## src/rtl/multi_port_wsel_decoder_pkg.sv

```systemverilog
// Shared definitions for the multi-port write-select decoder: sizing helpers,
// fixed indices and parameter-legality checks.
package multi_port_wsel_decoder_pkg;

  localparam int unsigned DEF_ADDR_W   = 5;
  localparam int unsigned DEF_NUM_REGS = 32;
  localparam int unsigned DEF_NUM_WP   = 2;
  localparam int unsigned DEF_CNT_W    = 8;
  localparam int unsigned MAX_NUM_WP   = 4;
  localparam int unsigned PROT_REG     = 0;

  // Smallest r with 2**r >= n.
  function automatic int unsigned clog2(input int unsigned n);
    int unsigned r;
    r = 0;
    while ((32'd1 << r) < n) r = r + 1;
    return r;
  endfunction

  // Legal when the register count fits the address space and the port count is supported.
  function automatic bit cfg_ok(input int unsigned addr_w,
                                input int unsigned num_regs,
                                input int unsigned num_wp);
    return (num_regs >= 2) && (clog2(num_regs) <= addr_w) &&
           (num_wp >= 1) && (num_wp <= MAX_NUM_WP);
  endfunction

endpackage

```

## src/rtl/multi_port_wsel_decoder_if.sv

```systemverilog
// Write-request / select-response bundle between the register-file front end
// and the write-select decoder.
interface multi_port_wsel_decoder_if
  import multi_port_wsel_decoder_pkg::*;
#(
  parameter int unsigned ADDR_W   = DEF_ADDR_W,
  parameter int unsigned NUM_REGS = DEF_NUM_REGS,
  parameter int unsigned NUM_WP   = DEF_NUM_WP,
  parameter int unsigned CNT_W    = DEF_CNT_W
);

  logic [NUM_WP*ADDR_W-1:0]   WAdd;
  logic [NUM_WP-1:0]          WEn;
  logic                       ClrDirty;
  logic [NUM_WP*NUM_REGS-1:0] PortSel;
  logic [NUM_REGS-1:0]        Sel;
  logic                       Conflict;
  logic                       OorErr;
  logic [CNT_W-1:0]           ConflictCnt;
  logic [CNT_W-1:0]           OorCnt;
  logic [NUM_REGS-1:0]        Dirty;

  modport master (
    output WAdd, WEn, ClrDirty,
    input  PortSel, Sel, Conflict, OorErr, ConflictCnt, OorCnt, Dirty
  );

  modport slave (
    input  WAdd, WEn, ClrDirty,
    output PortSel, Sel, Conflict, OorErr, ConflictCnt, OorCnt, Dirty
  );

endinterface

```

## src/rtl/multi_port_wsel_decoder_onehot_dec.sv

```systemverilog
// Single-port address decoder: one-hot select for in-range enabled addresses,
// plus an out-of-range indication.
module onehot_dec #(
  parameter int unsigned ADDR_W   = 5,
  parameter int unsigned NUM_REGS = 32
) (
  input  logic [ADDR_W-1:0]   addr,
  input  logic                en,
  output logic [NUM_REGS-1:0] onehot,
  output logic                oor
);

  always_comb begin
    onehot = '0;
    for (int unsigned i = 0; i < NUM_REGS; i++) begin
      if (en && (addr == ADDR_W'(i))) onehot[i] = 1'b1;
    end
  end

  // Extra bit so NUM_REGS == 2**ADDR_W is representable and never flags.
  assign oor = en && ({1'b0, addr} >= (ADDR_W+1)'(NUM_REGS));

endmodule

```

## src/rtl/multi_port_wsel_decoder.sv

```systemverilog
// Registered multi-port write-select decoder with priority arbitration,
// register-0 protection, range checking, event counters and dirty scoreboard.
module multi_port_wsel_decoder
  import multi_port_wsel_decoder_pkg::*;
#(
  parameter int unsigned ADDR_W       = DEF_ADDR_W,
  parameter int unsigned NUM_REGS     = DEF_NUM_REGS,
  parameter int unsigned NUM_WP       = DEF_NUM_WP,
  parameter int unsigned ZERO_PROTECT = 1,
  parameter int unsigned CNT_W        = DEF_CNT_W
) (
  input logic                    Clk,
  input logic                    Rst,
  multi_port_wsel_decoder_if.slave bus
);

  localparam logic [CNT_W-1:0] CNT_SAT = {CNT_W{1'b1}};

  if (!cfg_ok(ADDR_W, NUM_REGS, NUM_WP)) begin : g_bad_cfg
    $error("multi_port_wsel_decoder: illegal ADDR_W/NUM_REGS/NUM_WP combination");
  end

  logic [NUM_REGS-1:0]        dec_oh [NUM_WP];
  logic [NUM_WP-1:0]          dec_oor;
  logic [NUM_REGS-1:0]        valid_c;
  logic [NUM_REGS-1:0]        claimed_c;
  logic [NUM_WP*NUM_REGS-1:0] port_sel_c;
  logic                       conflict_c;
  logic                       oor_c;

  for (genvar p = 0; p < NUM_WP; p++) begin : g_dec
    onehot_dec #(
      .ADDR_W   (ADDR_W),
      .NUM_REGS (NUM_REGS)
    ) u_dec (
      .addr   (bus.WAdd[p*ADDR_W +: ADDR_W]),
      .en     (bus.WEn[p]),
      .onehot (dec_oh[p]),
      .oor    (dec_oor[p])
    );
  end

  // Lower ports claim registers first; a later port hitting a claimed register loses.
  always_comb begin
    valid_c    = '0;
    claimed_c  = '0;
    port_sel_c = '0;
    conflict_c = 1'b0;
    oor_c      = |dec_oor;
    for (int unsigned p = 0; p < NUM_WP; p++) begin
      valid_c = dec_oh[p];
      if (ZERO_PROTECT != 0) valid_c[PROT_REG] = 1'b0;
      if (|(valid_c & claimed_c)) conflict_c = 1'b1;
      port_sel_c[p*NUM_REGS +: NUM_REGS] = valid_c & ~claimed_c;
      claimed_c = claimed_c | valid_c;
    end
  end

  always_ff @(posedge Clk or posedge Rst) begin
    if (Rst) begin
      bus.PortSel     <= '0;
      bus.Sel         <= '0;
      bus.Conflict    <= 1'b0;
      bus.OorErr      <= 1'b0;
      bus.ConflictCnt <= '0;
      bus.OorCnt      <= '0;
      bus.Dirty       <= '0;
    end else begin
      bus.PortSel  <= port_sel_c;
      bus.Sel      <= claimed_c;
      bus.Conflict <= conflict_c;
      bus.OorErr   <= oor_c;
      if (conflict_c && (bus.ConflictCnt != CNT_SAT)) bus.ConflictCnt <= bus.ConflictCnt + 1'b1;
      if (oor_c && (bus.OorCnt != CNT_SAT))           bus.OorCnt      <= bus.OorCnt + 1'b1;
      // A write landing with a clear survives the clear.
      bus.Dirty <= (bus.ClrDirty ? '0 : bus.Dirty) | claimed_c;
    end
  end

endmodule

```

## src/flat_wrapper.sv

```systemverilog
// flat-port wrapper written by rule: the top's interface ports become plain ports
module multi_port_wsel_decoder_flat import multi_port_wsel_decoder_pkg::*;
#(
  parameter int unsigned ADDR_W       = DEF_ADDR_W,
  parameter int unsigned NUM_REGS     = DEF_NUM_REGS,
  parameter int unsigned NUM_WP       = DEF_NUM_WP,
  parameter int unsigned ZERO_PROTECT = 1,
  parameter int unsigned CNT_W        = DEF_CNT_W
)
  (Clk, Rst, bus_WAdd, bus_WEn, bus_ClrDirty, bus_PortSel, bus_Sel, bus_Conflict, bus_OorErr, bus_ConflictCnt, bus_OorCnt, bus_Dirty);
  multi_port_wsel_decoder_if #(.ADDR_W(ADDR_W), .NUM_REGS(NUM_REGS), .NUM_WP(NUM_WP), .CNT_W(CNT_W)) bus_i ();
  input logic Clk;
  input logic Rst;
  input wire logic [$bits(bus_i.WAdd)-1:0] bus_WAdd;
  input wire logic [$bits(bus_i.WEn)-1:0] bus_WEn;
  input wire logic [$bits(bus_i.ClrDirty)-1:0] bus_ClrDirty;
  output wire logic [$bits(bus_i.PortSel)-1:0] bus_PortSel;
  output wire logic [$bits(bus_i.Sel)-1:0] bus_Sel;
  output wire logic [$bits(bus_i.Conflict)-1:0] bus_Conflict;
  output wire logic [$bits(bus_i.OorErr)-1:0] bus_OorErr;
  output wire logic [$bits(bus_i.ConflictCnt)-1:0] bus_ConflictCnt;
  output wire logic [$bits(bus_i.OorCnt)-1:0] bus_OorCnt;
  output wire logic [$bits(bus_i.Dirty)-1:0] bus_Dirty;
  assign bus_i.WAdd = bus_WAdd;
  assign bus_i.WEn = bus_WEn;
  assign bus_i.ClrDirty = bus_ClrDirty;
  assign bus_PortSel = bus_i.PortSel;
  assign bus_Sel = bus_i.Sel;
  assign bus_Conflict = bus_i.Conflict;
  assign bus_OorErr = bus_i.OorErr;
  assign bus_ConflictCnt = bus_i.ConflictCnt;
  assign bus_OorCnt = bus_i.OorCnt;
  assign bus_Dirty = bus_i.Dirty;
  multi_port_wsel_decoder #(.ADDR_W(ADDR_W), .NUM_REGS(NUM_REGS), .NUM_WP(NUM_WP), .ZERO_PROTECT(ZERO_PROTECT), .CNT_W(CNT_W)) u_core (.Clk(Clk), .Rst(Rst), .bus(bus_i));
endmodule
```

## config.mk

```make
export PLATFORM = sky130hd
export DESIGN_NAME = multi_port_wsel_decoder_flat
export DESIGN_NICKNAME = d
export VERILOG_FILES = /design/src/rtl/multi_port_wsel_decoder_pkg.sv /design/src/rtl/multi_port_wsel_decoder_if.sv /design/src/rtl/multi_port_wsel_decoder_onehot_dec.sv /design/src/rtl/multi_port_wsel_decoder.sv /design/src/flat_wrapper.sv
export SDC_FILE = /design/constraint.sdc
export NUM_CORES = 1
export LEC_CHECK = 0
export CAP_MARGIN = 20
export CORE_MARGIN = 5
export CORE_UTILIZATION = 50
export CTS_CLUSTER_DIAMETER = 80
export DETAILED_ROUTE_END_ITERATION = 7
export PLACE_DENSITY = 0.95
export SKIP_CTS_REPAIR_TIMING = 1
export SYNTH_ARGS = -nofsm -noshare
export SYNTH_HDL_FRONTEND = slang
export SYNTH_SLANG_ARGS = --single-unit
```

## constraint.sdc

```tcl
create_clock -name Clk -period 7.7 [get_ports Clk]
set_input_delay 1.155 -clock Clk [delete_from_list [all_inputs] [get_ports Clk]]
set_output_delay 1.155 -clock Clk [all_outputs]
set_load 0.005 [all_outputs]
```

* Yosys cells after proc, flatten, opt, wreduce, memory -nomap -nowiden
Index checks and enable logic that the tools add are counted.
** Word-level totals
- Bits of input ports :: 15
- Logic and storage cells :: 202
- Output and inout port bits :: 146
- Flip-flop bits (word level) :: 136
** Cells by class
- Reductions and logical operators :: 64
- Add/subtract/negate cells :: 1
- Mux-type cells :: 64
- Equality and inequality tests :: 63
- Bitwise gates (word level) :: 5
** Operator list (number)
- $eq A5 B5 Y1 const B :: 32
- $eq A5 B4 Y1 const B :: 16
- $and A32 B32 Y32 :: 2
- $or A32 B32 Y32 :: 2
- $logic_and A1 B1 Y1 :: 63
- $mux W1 :: 63
- $eq A5 B3 Y1 const B :: 8
- $mux W32 :: 1
- $not A32 Y32 :: 1
- $reduce_or A32 Y1 :: 1
- $eq A5 B2 Y1 const B :: 4
- $eq A5 B1 Y1 const B :: 2
- $add A8 B1 Y8 const B :: 1
- $ne A8 B8 Y1 const B :: 1

* Depth between registers and ports, before layout
Gate-level depths: netlist of the first run.
- Depth in word-level cells :: 7
- Mapped depth :: 9
- Gate-level depth less buffers :: 7

* Hierarchy
From an unflattened synthesis of the first run, not the netlist that was laid out.
** Unflattened totals
- Cell total of the unflattened synthesis :: 410
- Area, all modules :: 5203.7 um2
** Modules (own cells, without submodules)
- multi_port_wsel_decoder :: seq. area each 3553.4 um2, area each 4713.3 um2, cells each 312, times used 1
- onehot_dec :: seq. area each 0.0 um2, area each 245.2 um2, cells each 49, times used 2

* Worst setup path before layout of the first run
No wires, ideal clock.
- Kind :: input port to flip-flop
- Start point :: input port bus_WAdd[1]
- End point :: register u_core.bus.ConflictCnt[1]
- Path slack :: 4.655 ns
- Stages :: 9
- Library setup time :: 0.125 ns
- Buffers on the path :: 2
- Data required time :: 7.575 ns
- Data arrival time :: 2.920 ns
- Path through :: buf_6 > nand4b_1 > nor3_1 > a31oi_1 > or3_1 > nand4_4 > and2_4 > buf_6 > mux2_4
** Between the ends
- Cells in the longest elaborated chain, start to end :: 7
- Elaborated cells between the ends (all ways) :: 97
- Those cells by class :: eq/ne (31); mux (32); bitwise (1); reduce/logical (33)
** Ends and longest elaborated chain
- start: declaration :: RTL line flat_wrapper.sv:14 : input wire logic [$bits(bus_i.WAdd)-1:0] bus_WAdd;
- $eq A5 B1 Y1, or another cell as far along :: RTL line multi_port_wsel_decoder_onehot_dec.sv:16 : if (en && (addr == ADDR_W'(i))) onehot[i] = 1'b1;
- $logic_and A1 B1 Y1 :: RTL line multi_port_wsel_decoder_onehot_dec.sv:16
- $mux W1 :: RTL line multi_port_wsel_decoder_onehot_dec.sv:16
- $and A32 B32 Y32 * :: RTL line multi_port_wsel_decoder.sv:53 : if (|(valid_c & claimed_c)) conflict_c = 1'b1;
- $reduce_or A32 Y1 * :: RTL line multi_port_wsel_decoder.sv:53
- $mux W1 * :: RTL line multi_port_wsel_decoder.sv:53
- named net u_core.conflict_c :: RTL line multi_port_wsel_decoder.sv:28 : logic conflict_c;
- $logic_and A1 B1 Y1 * :: RTL line multi_port_wsel_decoder.sv:73 : if (conflict_c && (bus.ConflictCnt != CNT_SAT)) bus.ConflictCnt <= bus.ConflictCnt + 1'b1;
- end signal: assignment :: RTL line multi_port_wsel_decoder.sv:73
- end: declaration :: RTL line multi_port_wsel_decoder_if.sv:30 : output PortSel, Sel, Conflict, OorErr, ConflictCnt, OorCnt, Dirty
The timed path passes the listed nets; every way through them passes the cells marked *.
A chain may end at the register's enable or synchronous reset.

* Final worst setup path of the first run
- Start point :: input port bus_WAdd[6]
- End point :: register u_core.bus.ConflictCnt[1]
Same word-level chain as after synthesis.

==> metrics, run 1 <==
number of I/O port buffers=147; dpl hpwl=between 10 and 15 mm; Post-Syn Area=5150 um2; RSZ-0062 raised after global routing=false; Mapped Cells=425; Placed Instances=686; critical path type=in -> reg; critical path's slowest cell=nor4bb_1; die width=111 um; Multi-input gate area=1610 um2; CP cell instances=clkdlybuf4s50_1 > nor4bb_1 > nand4_1 > a21oi_1 > a2111oi_4 > nand4_4 > and2_4 > mux2_4; CP Data Required Time=8110 ps; CP Max Fanout=16; Arr. time, crit path=4140 ps; FF-to-FF Start=u_core.bus.ConflictCnt[0]$_DFFE_PP0P_; endpoints failing setup=0; first-pass GRT wire length=around 23 mm; Mapped Avg Cell Area=12.1 um2; CP endpoint kind=flop; CTS clk-pin slew, worst paths=approximately 60 ps; CP startpoint kind=input port; post-synthesis cell type count=52; CP Launch Point=bus_WAdd[6]; final worst-path cycle share=48.5%; vias in the first global route=4,076; Via Count=3,966; worst setup path endpoint=u_core.bus.ConflictCnt[1]$_DFFE_PP0P_; reg-to-reg slack, setup=a little under 6000 ps; Final Hold Vio Count=0; clk_lat worst skew=520 ps; H-tree levels=4; Yosys reg bits=between 100 and 150; register area share after synthesis=~65%; clk buf depth=2; n_diodes=0; initial antenna violation count=0; CP max stage delay=roughly 1000 ps; Peak VDD IR=0.158 mV; Initial DRC Count=314; drt first pass iters=6; TNS Setup=0 ps; synthesis-to-finish area growth=41.4%; dominant synthesized flop cell=dfrtp_1; Layout Skew=between 3 and 4 ps; Rel. slew slack=26.6%; Register Area=between 3000 and 4000 um2; highest routed layer=met4; power density cells=246 nW/um2; Final min period=3730 ps; status=completed; routed vias/inst=5.52; Max-Cap Viols=0; die area=between 10,000 and 15,000 um2; R2R Path End=u_core.bus.ConflictCnt[1]$_DFFE_PP0P_; final wirelength=between 10 and 15 mm; clk root buf=clkbuf_8; Layout Nets=about 590; Post-route DRC=0; grt total ovfl=0; hold path start=u_core.bus.Dirty[4]$_DFF_PP0_; worst min path class=reg -> reg; r2r worst-path depth=6; CTS tree=built; wire per inst=19.8 um; Finished Layout Cells=719; Starting Density=50.5%; EDFF count, synth=0; most frequent cells in the layout=clkdlybuf4s50_1, dfrtp_1, nor2_1, a21o_1, nand2_1; Sink Count=roughly 130; CORE AREA=10,200 um2; largest net degree at the start of global routing=79; Die H=between 100 and 150 um; Detail Route Antenna Nets=0; most common cell after layout, fill and taps aside=clkdlybuf4s50_1; Yosys warning total=0; Slew Limit Fails=0; Post-Route M1 WL=5.62 mm; WL met2=about 7.1 mm; Rows=37; Lkg Pwr=around 0.0036 uW; Fmax=around 270 MHz; met3 WL=about 1.3 mm; global placement routability congestion=0.902; fillers=707; CTS Buf Count=17; Worst-Margin Slew=1090 ps; ys async rst share=100%; proportion of layout cells with a drive suffix above 1=8.75%; GR Util All Layers=23.6%; IO Pins=about 160; utilization after layout=71.5%
[metal layers]
metal,GRT usage [%],up-vias
li1,-,1757
met1,28.9,1970
met2,39.0,206
met3,8.64,33
met4,8.03,0
met5,0,-
[stage by stage]
stage	worst slack (ps)	hold slack, ps	area, um2	power [uW]
after global placement	3580	461	6630	950
after detailed placement	3490	467	6630	961
after global routing	3800	507	7280	1860
final	3970	478	7280	1790
after CTS	4030	480	7250	1800
after floorplan	2990	474	5190	864
[power by group]
part | switching, uW | internal [uW] | total (uW)
registers | 29.7 | 731 | 761
logic | 91.5 | 98.2 | 190
clock network | 297 | 542 | 839
[Yosys cell counts, types with 2 or more instances]
library cell / n / area share (%)
and2_1: 5 / 0.61
nand3b_1: 2 / 0.29
nand4bb_1: 2 / 0.44
nor4b_1: 3 / 0.51
nor4_1: 3 / 0.36
nand2_1: 29 / 2.1
o21ai_0: 12 / 1.2
clkbuf_1: 9 / 0.66
buf_6: 2 / 0.44
dfrtp_1: 133 / 65
o22ai_1: 13 / 1.6
nand3_1: 5 / 0.49
nor2b_1: 5 / 0.61
nand4b_1: 2 / 0.34
o31ai_1: 2 / 0.29
and4b_1: 2 / 0.39
nand4b_2: 4 / 1.2
nand4_1: 8 / 0.97
buf_4: 17 / 2.5
a21oi_1: 8 / 0.78
nor3_1: 14 / 1.4
a31oi_1: 6 / 0.73
inv_1: 9 / 0.66
buf_2: 6 / 0.58
nand2b_1: 8 / 0.97
and4_1: 3 / 0.51
nor4bb_1: 3 / 0.58
mux2i_1: 2 / 0.39
nor2_1: 48 / 3.5
a21o_1: 32 / 4.7
and3_1: 5 / 0.61
and4bb_2: 3 / 0.73
[worst min path at each step]
stage | slack, ps | end | cells past startpoint
global route | 510 | u_core.bus.Dirty[17]$_DFF_PP0_ | 1
floorplan | 470 | u_core.bus.Dirty[30]$_DFF_PP0_ | 1
detailed placement | 470 | u_core.bus.Dirty[3]$_DFF_PP0_ | 1
finish | 480 | u_core.bus.Dirty[4]$_DFF_PP0_ | 1
global placement | 460 | u_core.bus.Dirty[14]$_DFF_PP0_ | 1
CTS | 480 | u_core.bus.Dirty[3]$_DFF_PP0_ | 1
[worst max-delay path, delay by kind of cell]
kind | cells | cell delay, ps
buf+inv | 1 | 780
simple gates | 4 | 1550
mux | 1 | 290
compound gates | 2 | 360
[cell families after synthesis]
logic type	share of synthesized area (%)
other	0.0729
muxes	0.899
and+or+nand+nor	17.6
DFF	64.7
buffers and inverters	4.89
adders and majority gates	0.243
AOI/OAI and AO/OA	11.3
xor gates and xnor gates	0.340
[state kept, by name (all words and copies together) (netlist names)]
name,cells
u_core.bus.PortSel,62
u_core.bus.Dirty,31
u_core.bus.Sel,31
u_core.bus.ConflictCnt,8
u_core.bus.Conflict,1
[cell type report]
class	instances	share of cell area, %
Sequential cell	133	45.7
Multi-Input combinational cell	260	22.2
Timing Repair Buffer	149	20.7
Clock buffer	20	6.12
Clock inverter	12	2.42
Tap cell	136	2.34
Inverter	9	0.533
(Power assumes the default switching activity.)
==> run 2: changes to the inputs <==
Settings changed: CORE_UTILIZATION 50 to 42, PLACE_DENSITY 0.95 to 0.88.
Clock period 7.7 ns to 3.36 ns, I/O delays scaled along.
==> run 2 against run 1 <==
- via count up 1.6%
- clock power up 110%
- die area up 17%
- sequential share of layout area down 0.74 points
- wire length up 3.1%
- flip-flop and latch count unchanged
- final cell count up 4.9%
- sequential power up 130%
- combinational power up 140%
==> metrics, run 2 (synthesis gave the netlist of run 1 again) <==
final wirelength=~15 mm; first-pass GRT wire length=23.3 mm; wire per inst=19.5 um; most common cell after layout, fill and taps aside=clkdlybuf4s50_1; Die H=121 um; reg-to-reg slack, setup=1520 ps; CP startpoint kind=input port; most frequent cells in the layout=clkdlybuf4s50_1, dfrtp_1, nor2_1, a21o_1, nand2_1; critical path type=in -> reg; IO Pins=between 150 and 200; clk root buf=clkbuf_16; FF-to-FF Start=u_core.bus.ConflictCnt[0]$_DFFE_PP0P_; CTS tree=built; initial antenna violation count=0; CP Data Required Time=approximately 3700 ps; Worst-Margin Slew=786 ps; Final Instance Area=7400 um2; CTS clk-pin slew, worst paths=60 ps; clk buf depth=2; CORE AREA=~12,000 um2; final worst-path cycle share=between 80 and 90%; CP Max Fanout=16; Top Registers=u_core.bus.PortSel (62), u_core.bus.Dirty (31), u_core.bus.Sel (31); drt first pass iters=6; Slew Limit Fails=0; Arr. time, crit path=about 3100 ps; CTS Buf Count=17; grt total ovfl=0; RSZ-0062 raised after global routing=false; largest net degree at the start of global routing=between 100 and 150; register with the most flip-flops=u_core.bus.PortSel; Rows=40; Final Hold Vio Count=0; utilization after layout=around three fifths; GR Util All Layers=21.0%; Hold Path End=u_core.bus.Dirty[1]$_DFF_PP0_; Sink Count=133; dpl hpwl=around 11 mm; status=completed; synthesis-to-finish area growth=43.7%; proportion of layout cells with a drive suffix above 1=12.4%; hold path start=u_core.bus.Dirty[1]$_DFF_PP0_; Rel. slew slack=around 48%; clk_lat worst skew=420 ps; Register Area=3330 um2; Layout Skew=2.07 ps; Multi-input gate area=1610 um2; Fmax=355 MHz; die width=121 um; Peak VDD IR=~0.55 mV; Post-route DRC=0; global placement routability congestion=0.991; fillers=between 900 and 1,000; Via Count=around 4,000; vias in the first global route=4,188; routed vias/inst=roughly 5.3; Worst Hold Depth=1; worst min path class=reg -> reg; Max-Cap Viols=0; Lkg Pwr=0.00366 uW; Layout Nets=610; R2R Path End=u_core.bus.ConflictCnt[1]$_DFFE_PP0P_; Final min period=2820 ps; Initial DRC Count=479; r2r worst-path depth=6; CP endpoint kind=flop; endpoints failing setup=0; die area=between 10,000 and 15,000 um2; Detail Route Antenna Nets=0; H-tree levels=4; power density cells=530 nW/um2; max FFs per register=62; n_diodes=0; Placed Instance Area=6840 um2; TNS Setup=0 ps; Starting Density=42.9%; number of I/O port buffers=147
run 2: cell count changes in the layout (fill, tap and decap cells not counted), sizes merged:
cell	change
clkbuf	-2
clkinv	+3
bufinv	-3
buf	+24
inv	+2
run 2: cell type report:
type | count | area share (%)
multi-input cells | 260 | 21.8
flip-flops and latches | 133 | 45.0
well taps | 147 | 2.49
clock buffers | 18 | 5.80
clock inverters | 14 | 1.73
inverters | 9 | 0.507
repair buffers | 173 | 22.7
run 2: routing by layer:
layer,track usage (%),vias to the layer above,wire length (um)
li1,-,1804,-
met2,33.2,191,7230
met1,26.2,2001,5870
met4,8.57,0,380
met5,0,-,0
met3,7.44,33,1220
run 2: critical path: stages:
cell and delay, ps:
clkdlybuf4s50_1 800, nor4b_1 600, nand4_1 180, a21oi_1 280, a2111oi_4 70, nand4_4 180, and2_4 200, mux2_4 290
run 2: worst max-delay path by stage:
stage	from	to	slack, ps	depth (start not counted)
after floorplan	bus_WAdd[1]	u_core.bus.ConflictCnt[1]$_DFFE_PP0P_	970	9
after global placement	bus_WAdd[7]	u_core.bus.ConflictCnt[1]$_DFFE_PP0P_	190	8
after detailed placement	bus_WAdd[7]	u_core.bus.ConflictCnt[1]$_DFFE_PP0P_	200	8
after CTS	bus_WAdd[7]	u_core.bus.ConflictCnt[1]$_DFFE_PP0P_	640	8
after global routing	bus_WEn[1]	u_core.bus.ConflictCnt[1]$_DFFE_PP0P_	370	8
final	bus_WEn[1]	u_core.bus.ConflictCnt[1]$_DFFE_PP0P_	540	8
run 2: where the power goes:
part / leakage [uW] / total [uW] / switching, uW / internal, uW
clock network: 0.000263 / 1730 / 708 / 1020
registers: 0.00182 / 1740 / 66.1 / 1680
logic: 0.00157 / 451 / 214 / 237
total: 0.00366 / 3920 / 987 / 2930
run 2: metrics by stage:
step | std cells | setup WS, ps | power (uW) | hold WS [ps]
6_report | 754 | 543 | 3920 | 477
3_3_place_gp | 722 | 194 | 2200 | 462
4_1_cts | 754 | 641 | 3960 | 480
3_5_place_dp | 722 | 200 | 2220 | 467
5_1_grt | 754 | 372 | 4080 | 488
2_1_floorplan | 437 | 966 | 1980 | 474
==> run 3: changes to the inputs <==
Clock period 3.36 ns to 2.57 ns, I/O delays scaled along.
==> run 3 against run 2 <==
- die area unchanged
- sequential share of layout area down 3.1 points
- via count up 4.1%
- critical path type unchanged
- critical endpoint unchanged
- largest cell class unchanged
==> metrics, run 3 (synthesis gave the netlist of run 1 again) <==
dpl hpwl=around 12 mm; Final min period=2480 ps; clk buf depth=2; CORE AREA=12,000 um2; CP startpoint kind=input port; global placement routability congestion=between 0.9 and 1; Starting Density=42.9%; Peak VDD IR=0.498 mV; RSZ-0062 raised after global routing=false; r2r worst-path depth=6; IO Pins=161; largest net degree at the start of global routing=71; Place WS=-260 ps; Initial DRC Count=408; initial antenna violation count=0; most frequent cells in the layout=clkdlybuf4s50_1, dfrtp_1, buf_4, nor2_1, a21o_1; CTS clk-pin slew, worst paths=60 ps; utilization after layout=66.2%; number of I/O port buffers=147; final wirelength=15.5 mm; Die H=121 um; Arr. time, crit path=2770 ps; proportion of layout cells with a drive suffix above 1=between 20% and 30%; Layout Skew=1.17 ps; CP Data Required Time=around 2900 ps; Placed Instances=just under 800; GR Util All Layers=between 20% and 30%; Lkg Pwr=0.00399 uW; reg-to-reg slack, setup=740 ps; drt first pass iters=5; first-pass GRT wire length=approximately 25 mm; Sink Count=133; Rows=40; n_diodes=0; Finished Layout Cells=813; vias in the first global route=4,487; PnR worst setup slack=89.5 ps; H-tree levels=4; synthesis-to-finish area growth=54.5%; FF-to-FF Start=u_core.bus.ConflictCnt[0]$_DFFE_PP0P_; Slew Limit Fails=0; CTS Buf Count=17; Top Registers=u_core.bus.PortSel (62), u_core.bus.Dirty (31), u_core.bus.Sel (31); Rel. slew slack=66.1%; final worst-path cycle share=between 90% and 100%; Max-Cap Viols=0; most common cell after layout, fill and taps aside=clkdlybuf4s50_1; power density cells=690 nW/um2; CP Max Fanout=9; clk root buf=clkbuf_16; die area=14,600 um2; Post-route DRC=0; clk_lat worst skew=410 ps; CP endpoint kind=flop; status=completed; register with the most flip-flops=u_core.bus.PortSel; Via Count=around 4,200; Fmax=403 MHz; max FFs per register=62; routed vias/inst=5.16; worst min path class=in -> async; grt total ovfl=0; CTS tree=built; Detail Route Antenna Nets=0; R2R Path End=u_core.bus.ConflictCnt[1]$_DFFE_PP0P_; critical path type=in -> reg; wire per inst=19.1 um; endpoints failing setup=0; die width=121 um; Final Hold Vio Count=0; Worst-Margin Slew=507 ps; Layout Nets=669
==> run 3: area by class of cell <==
cell class	instances	area (um2)
inverter	9	37.5
sequential	133	3330
clock buffer	22	494
clock inverter	10	144
fill	900	4060
timing repair buffer	232	2150
multi-input combinational	260	1610
tap	147	184
==> run 3: per-layer routing <==
metal | global-route usage [%] | routed length (um)
met1 | 28.6 | 6580
met2 | 36.0 | 7730
met3 | 6.41 | 947
met4 | 6.59 | 268
met5 | 0 | 0
==> run 3: power breakdown <==
part / internal [uW] / switching (uW)
Sequential: 2190 / 90.0
Clock: 1660 / 886
Combinational: 359 / 302
==> run 3: stage by stage <==
| step | power (uW) | area [um2] | TNS, ps | hold slack (ps) |
|---|---|---|---|---|
| after floorplan | 2590 | 5200 | 0 | 474 |
| after global placement | 2940 | 7290 | -1440 | 462 |
| after CTS | 5530 | 7930 | 0 | 255 |
| after global routing | 5710 | 7960 | 0 | 262 |
| after detailed placement | 2970 | 7290 | -1690 | 469 |
| final | 5490 | 7960 | 0 | 263 |
==> run 3: how the worst max path moves through the flow <==
stage / start / endpoint / slack, ps / cells after the start
global placement: bus_WAdd[4] / u_core.bus.ConflictCnt[1]$_DFFE_PP0P_ / -260 / 10
global route: bus_WAdd[5] / u_core.bus.ConflictCnt[0]$_DFFE_PP0P_ / 7 / 11
floorplan: bus_WAdd[1] / u_core.bus.ConflictCnt[1]$_DFFE_PP0P_ / 290 / 9
detailed placement: bus_WAdd[3] / u_core.bus.ConflictCnt[1]$_DFFE_PP0P_ / -260 / 9
finish: bus_WAdd[4] / u_core.bus.ConflictCnt[1]$_DFFE_PP0P_ / 90 / 10
CTS: bus_WAdd[4] / u_core.bus.ConflictCnt[1]$_DFFE_PP0P_ / 150 / 10
==> run 3: worst max-delay path: stages <==
cell and delay, ps:
clkdlybuf4s50_1 510, buf_4 170, nor2b_1 350, buf_4 180
nand2_1 70, o31ai_1 360, o32ai_2 170, nand4_4 120
and2_4 160, mux2_4 290
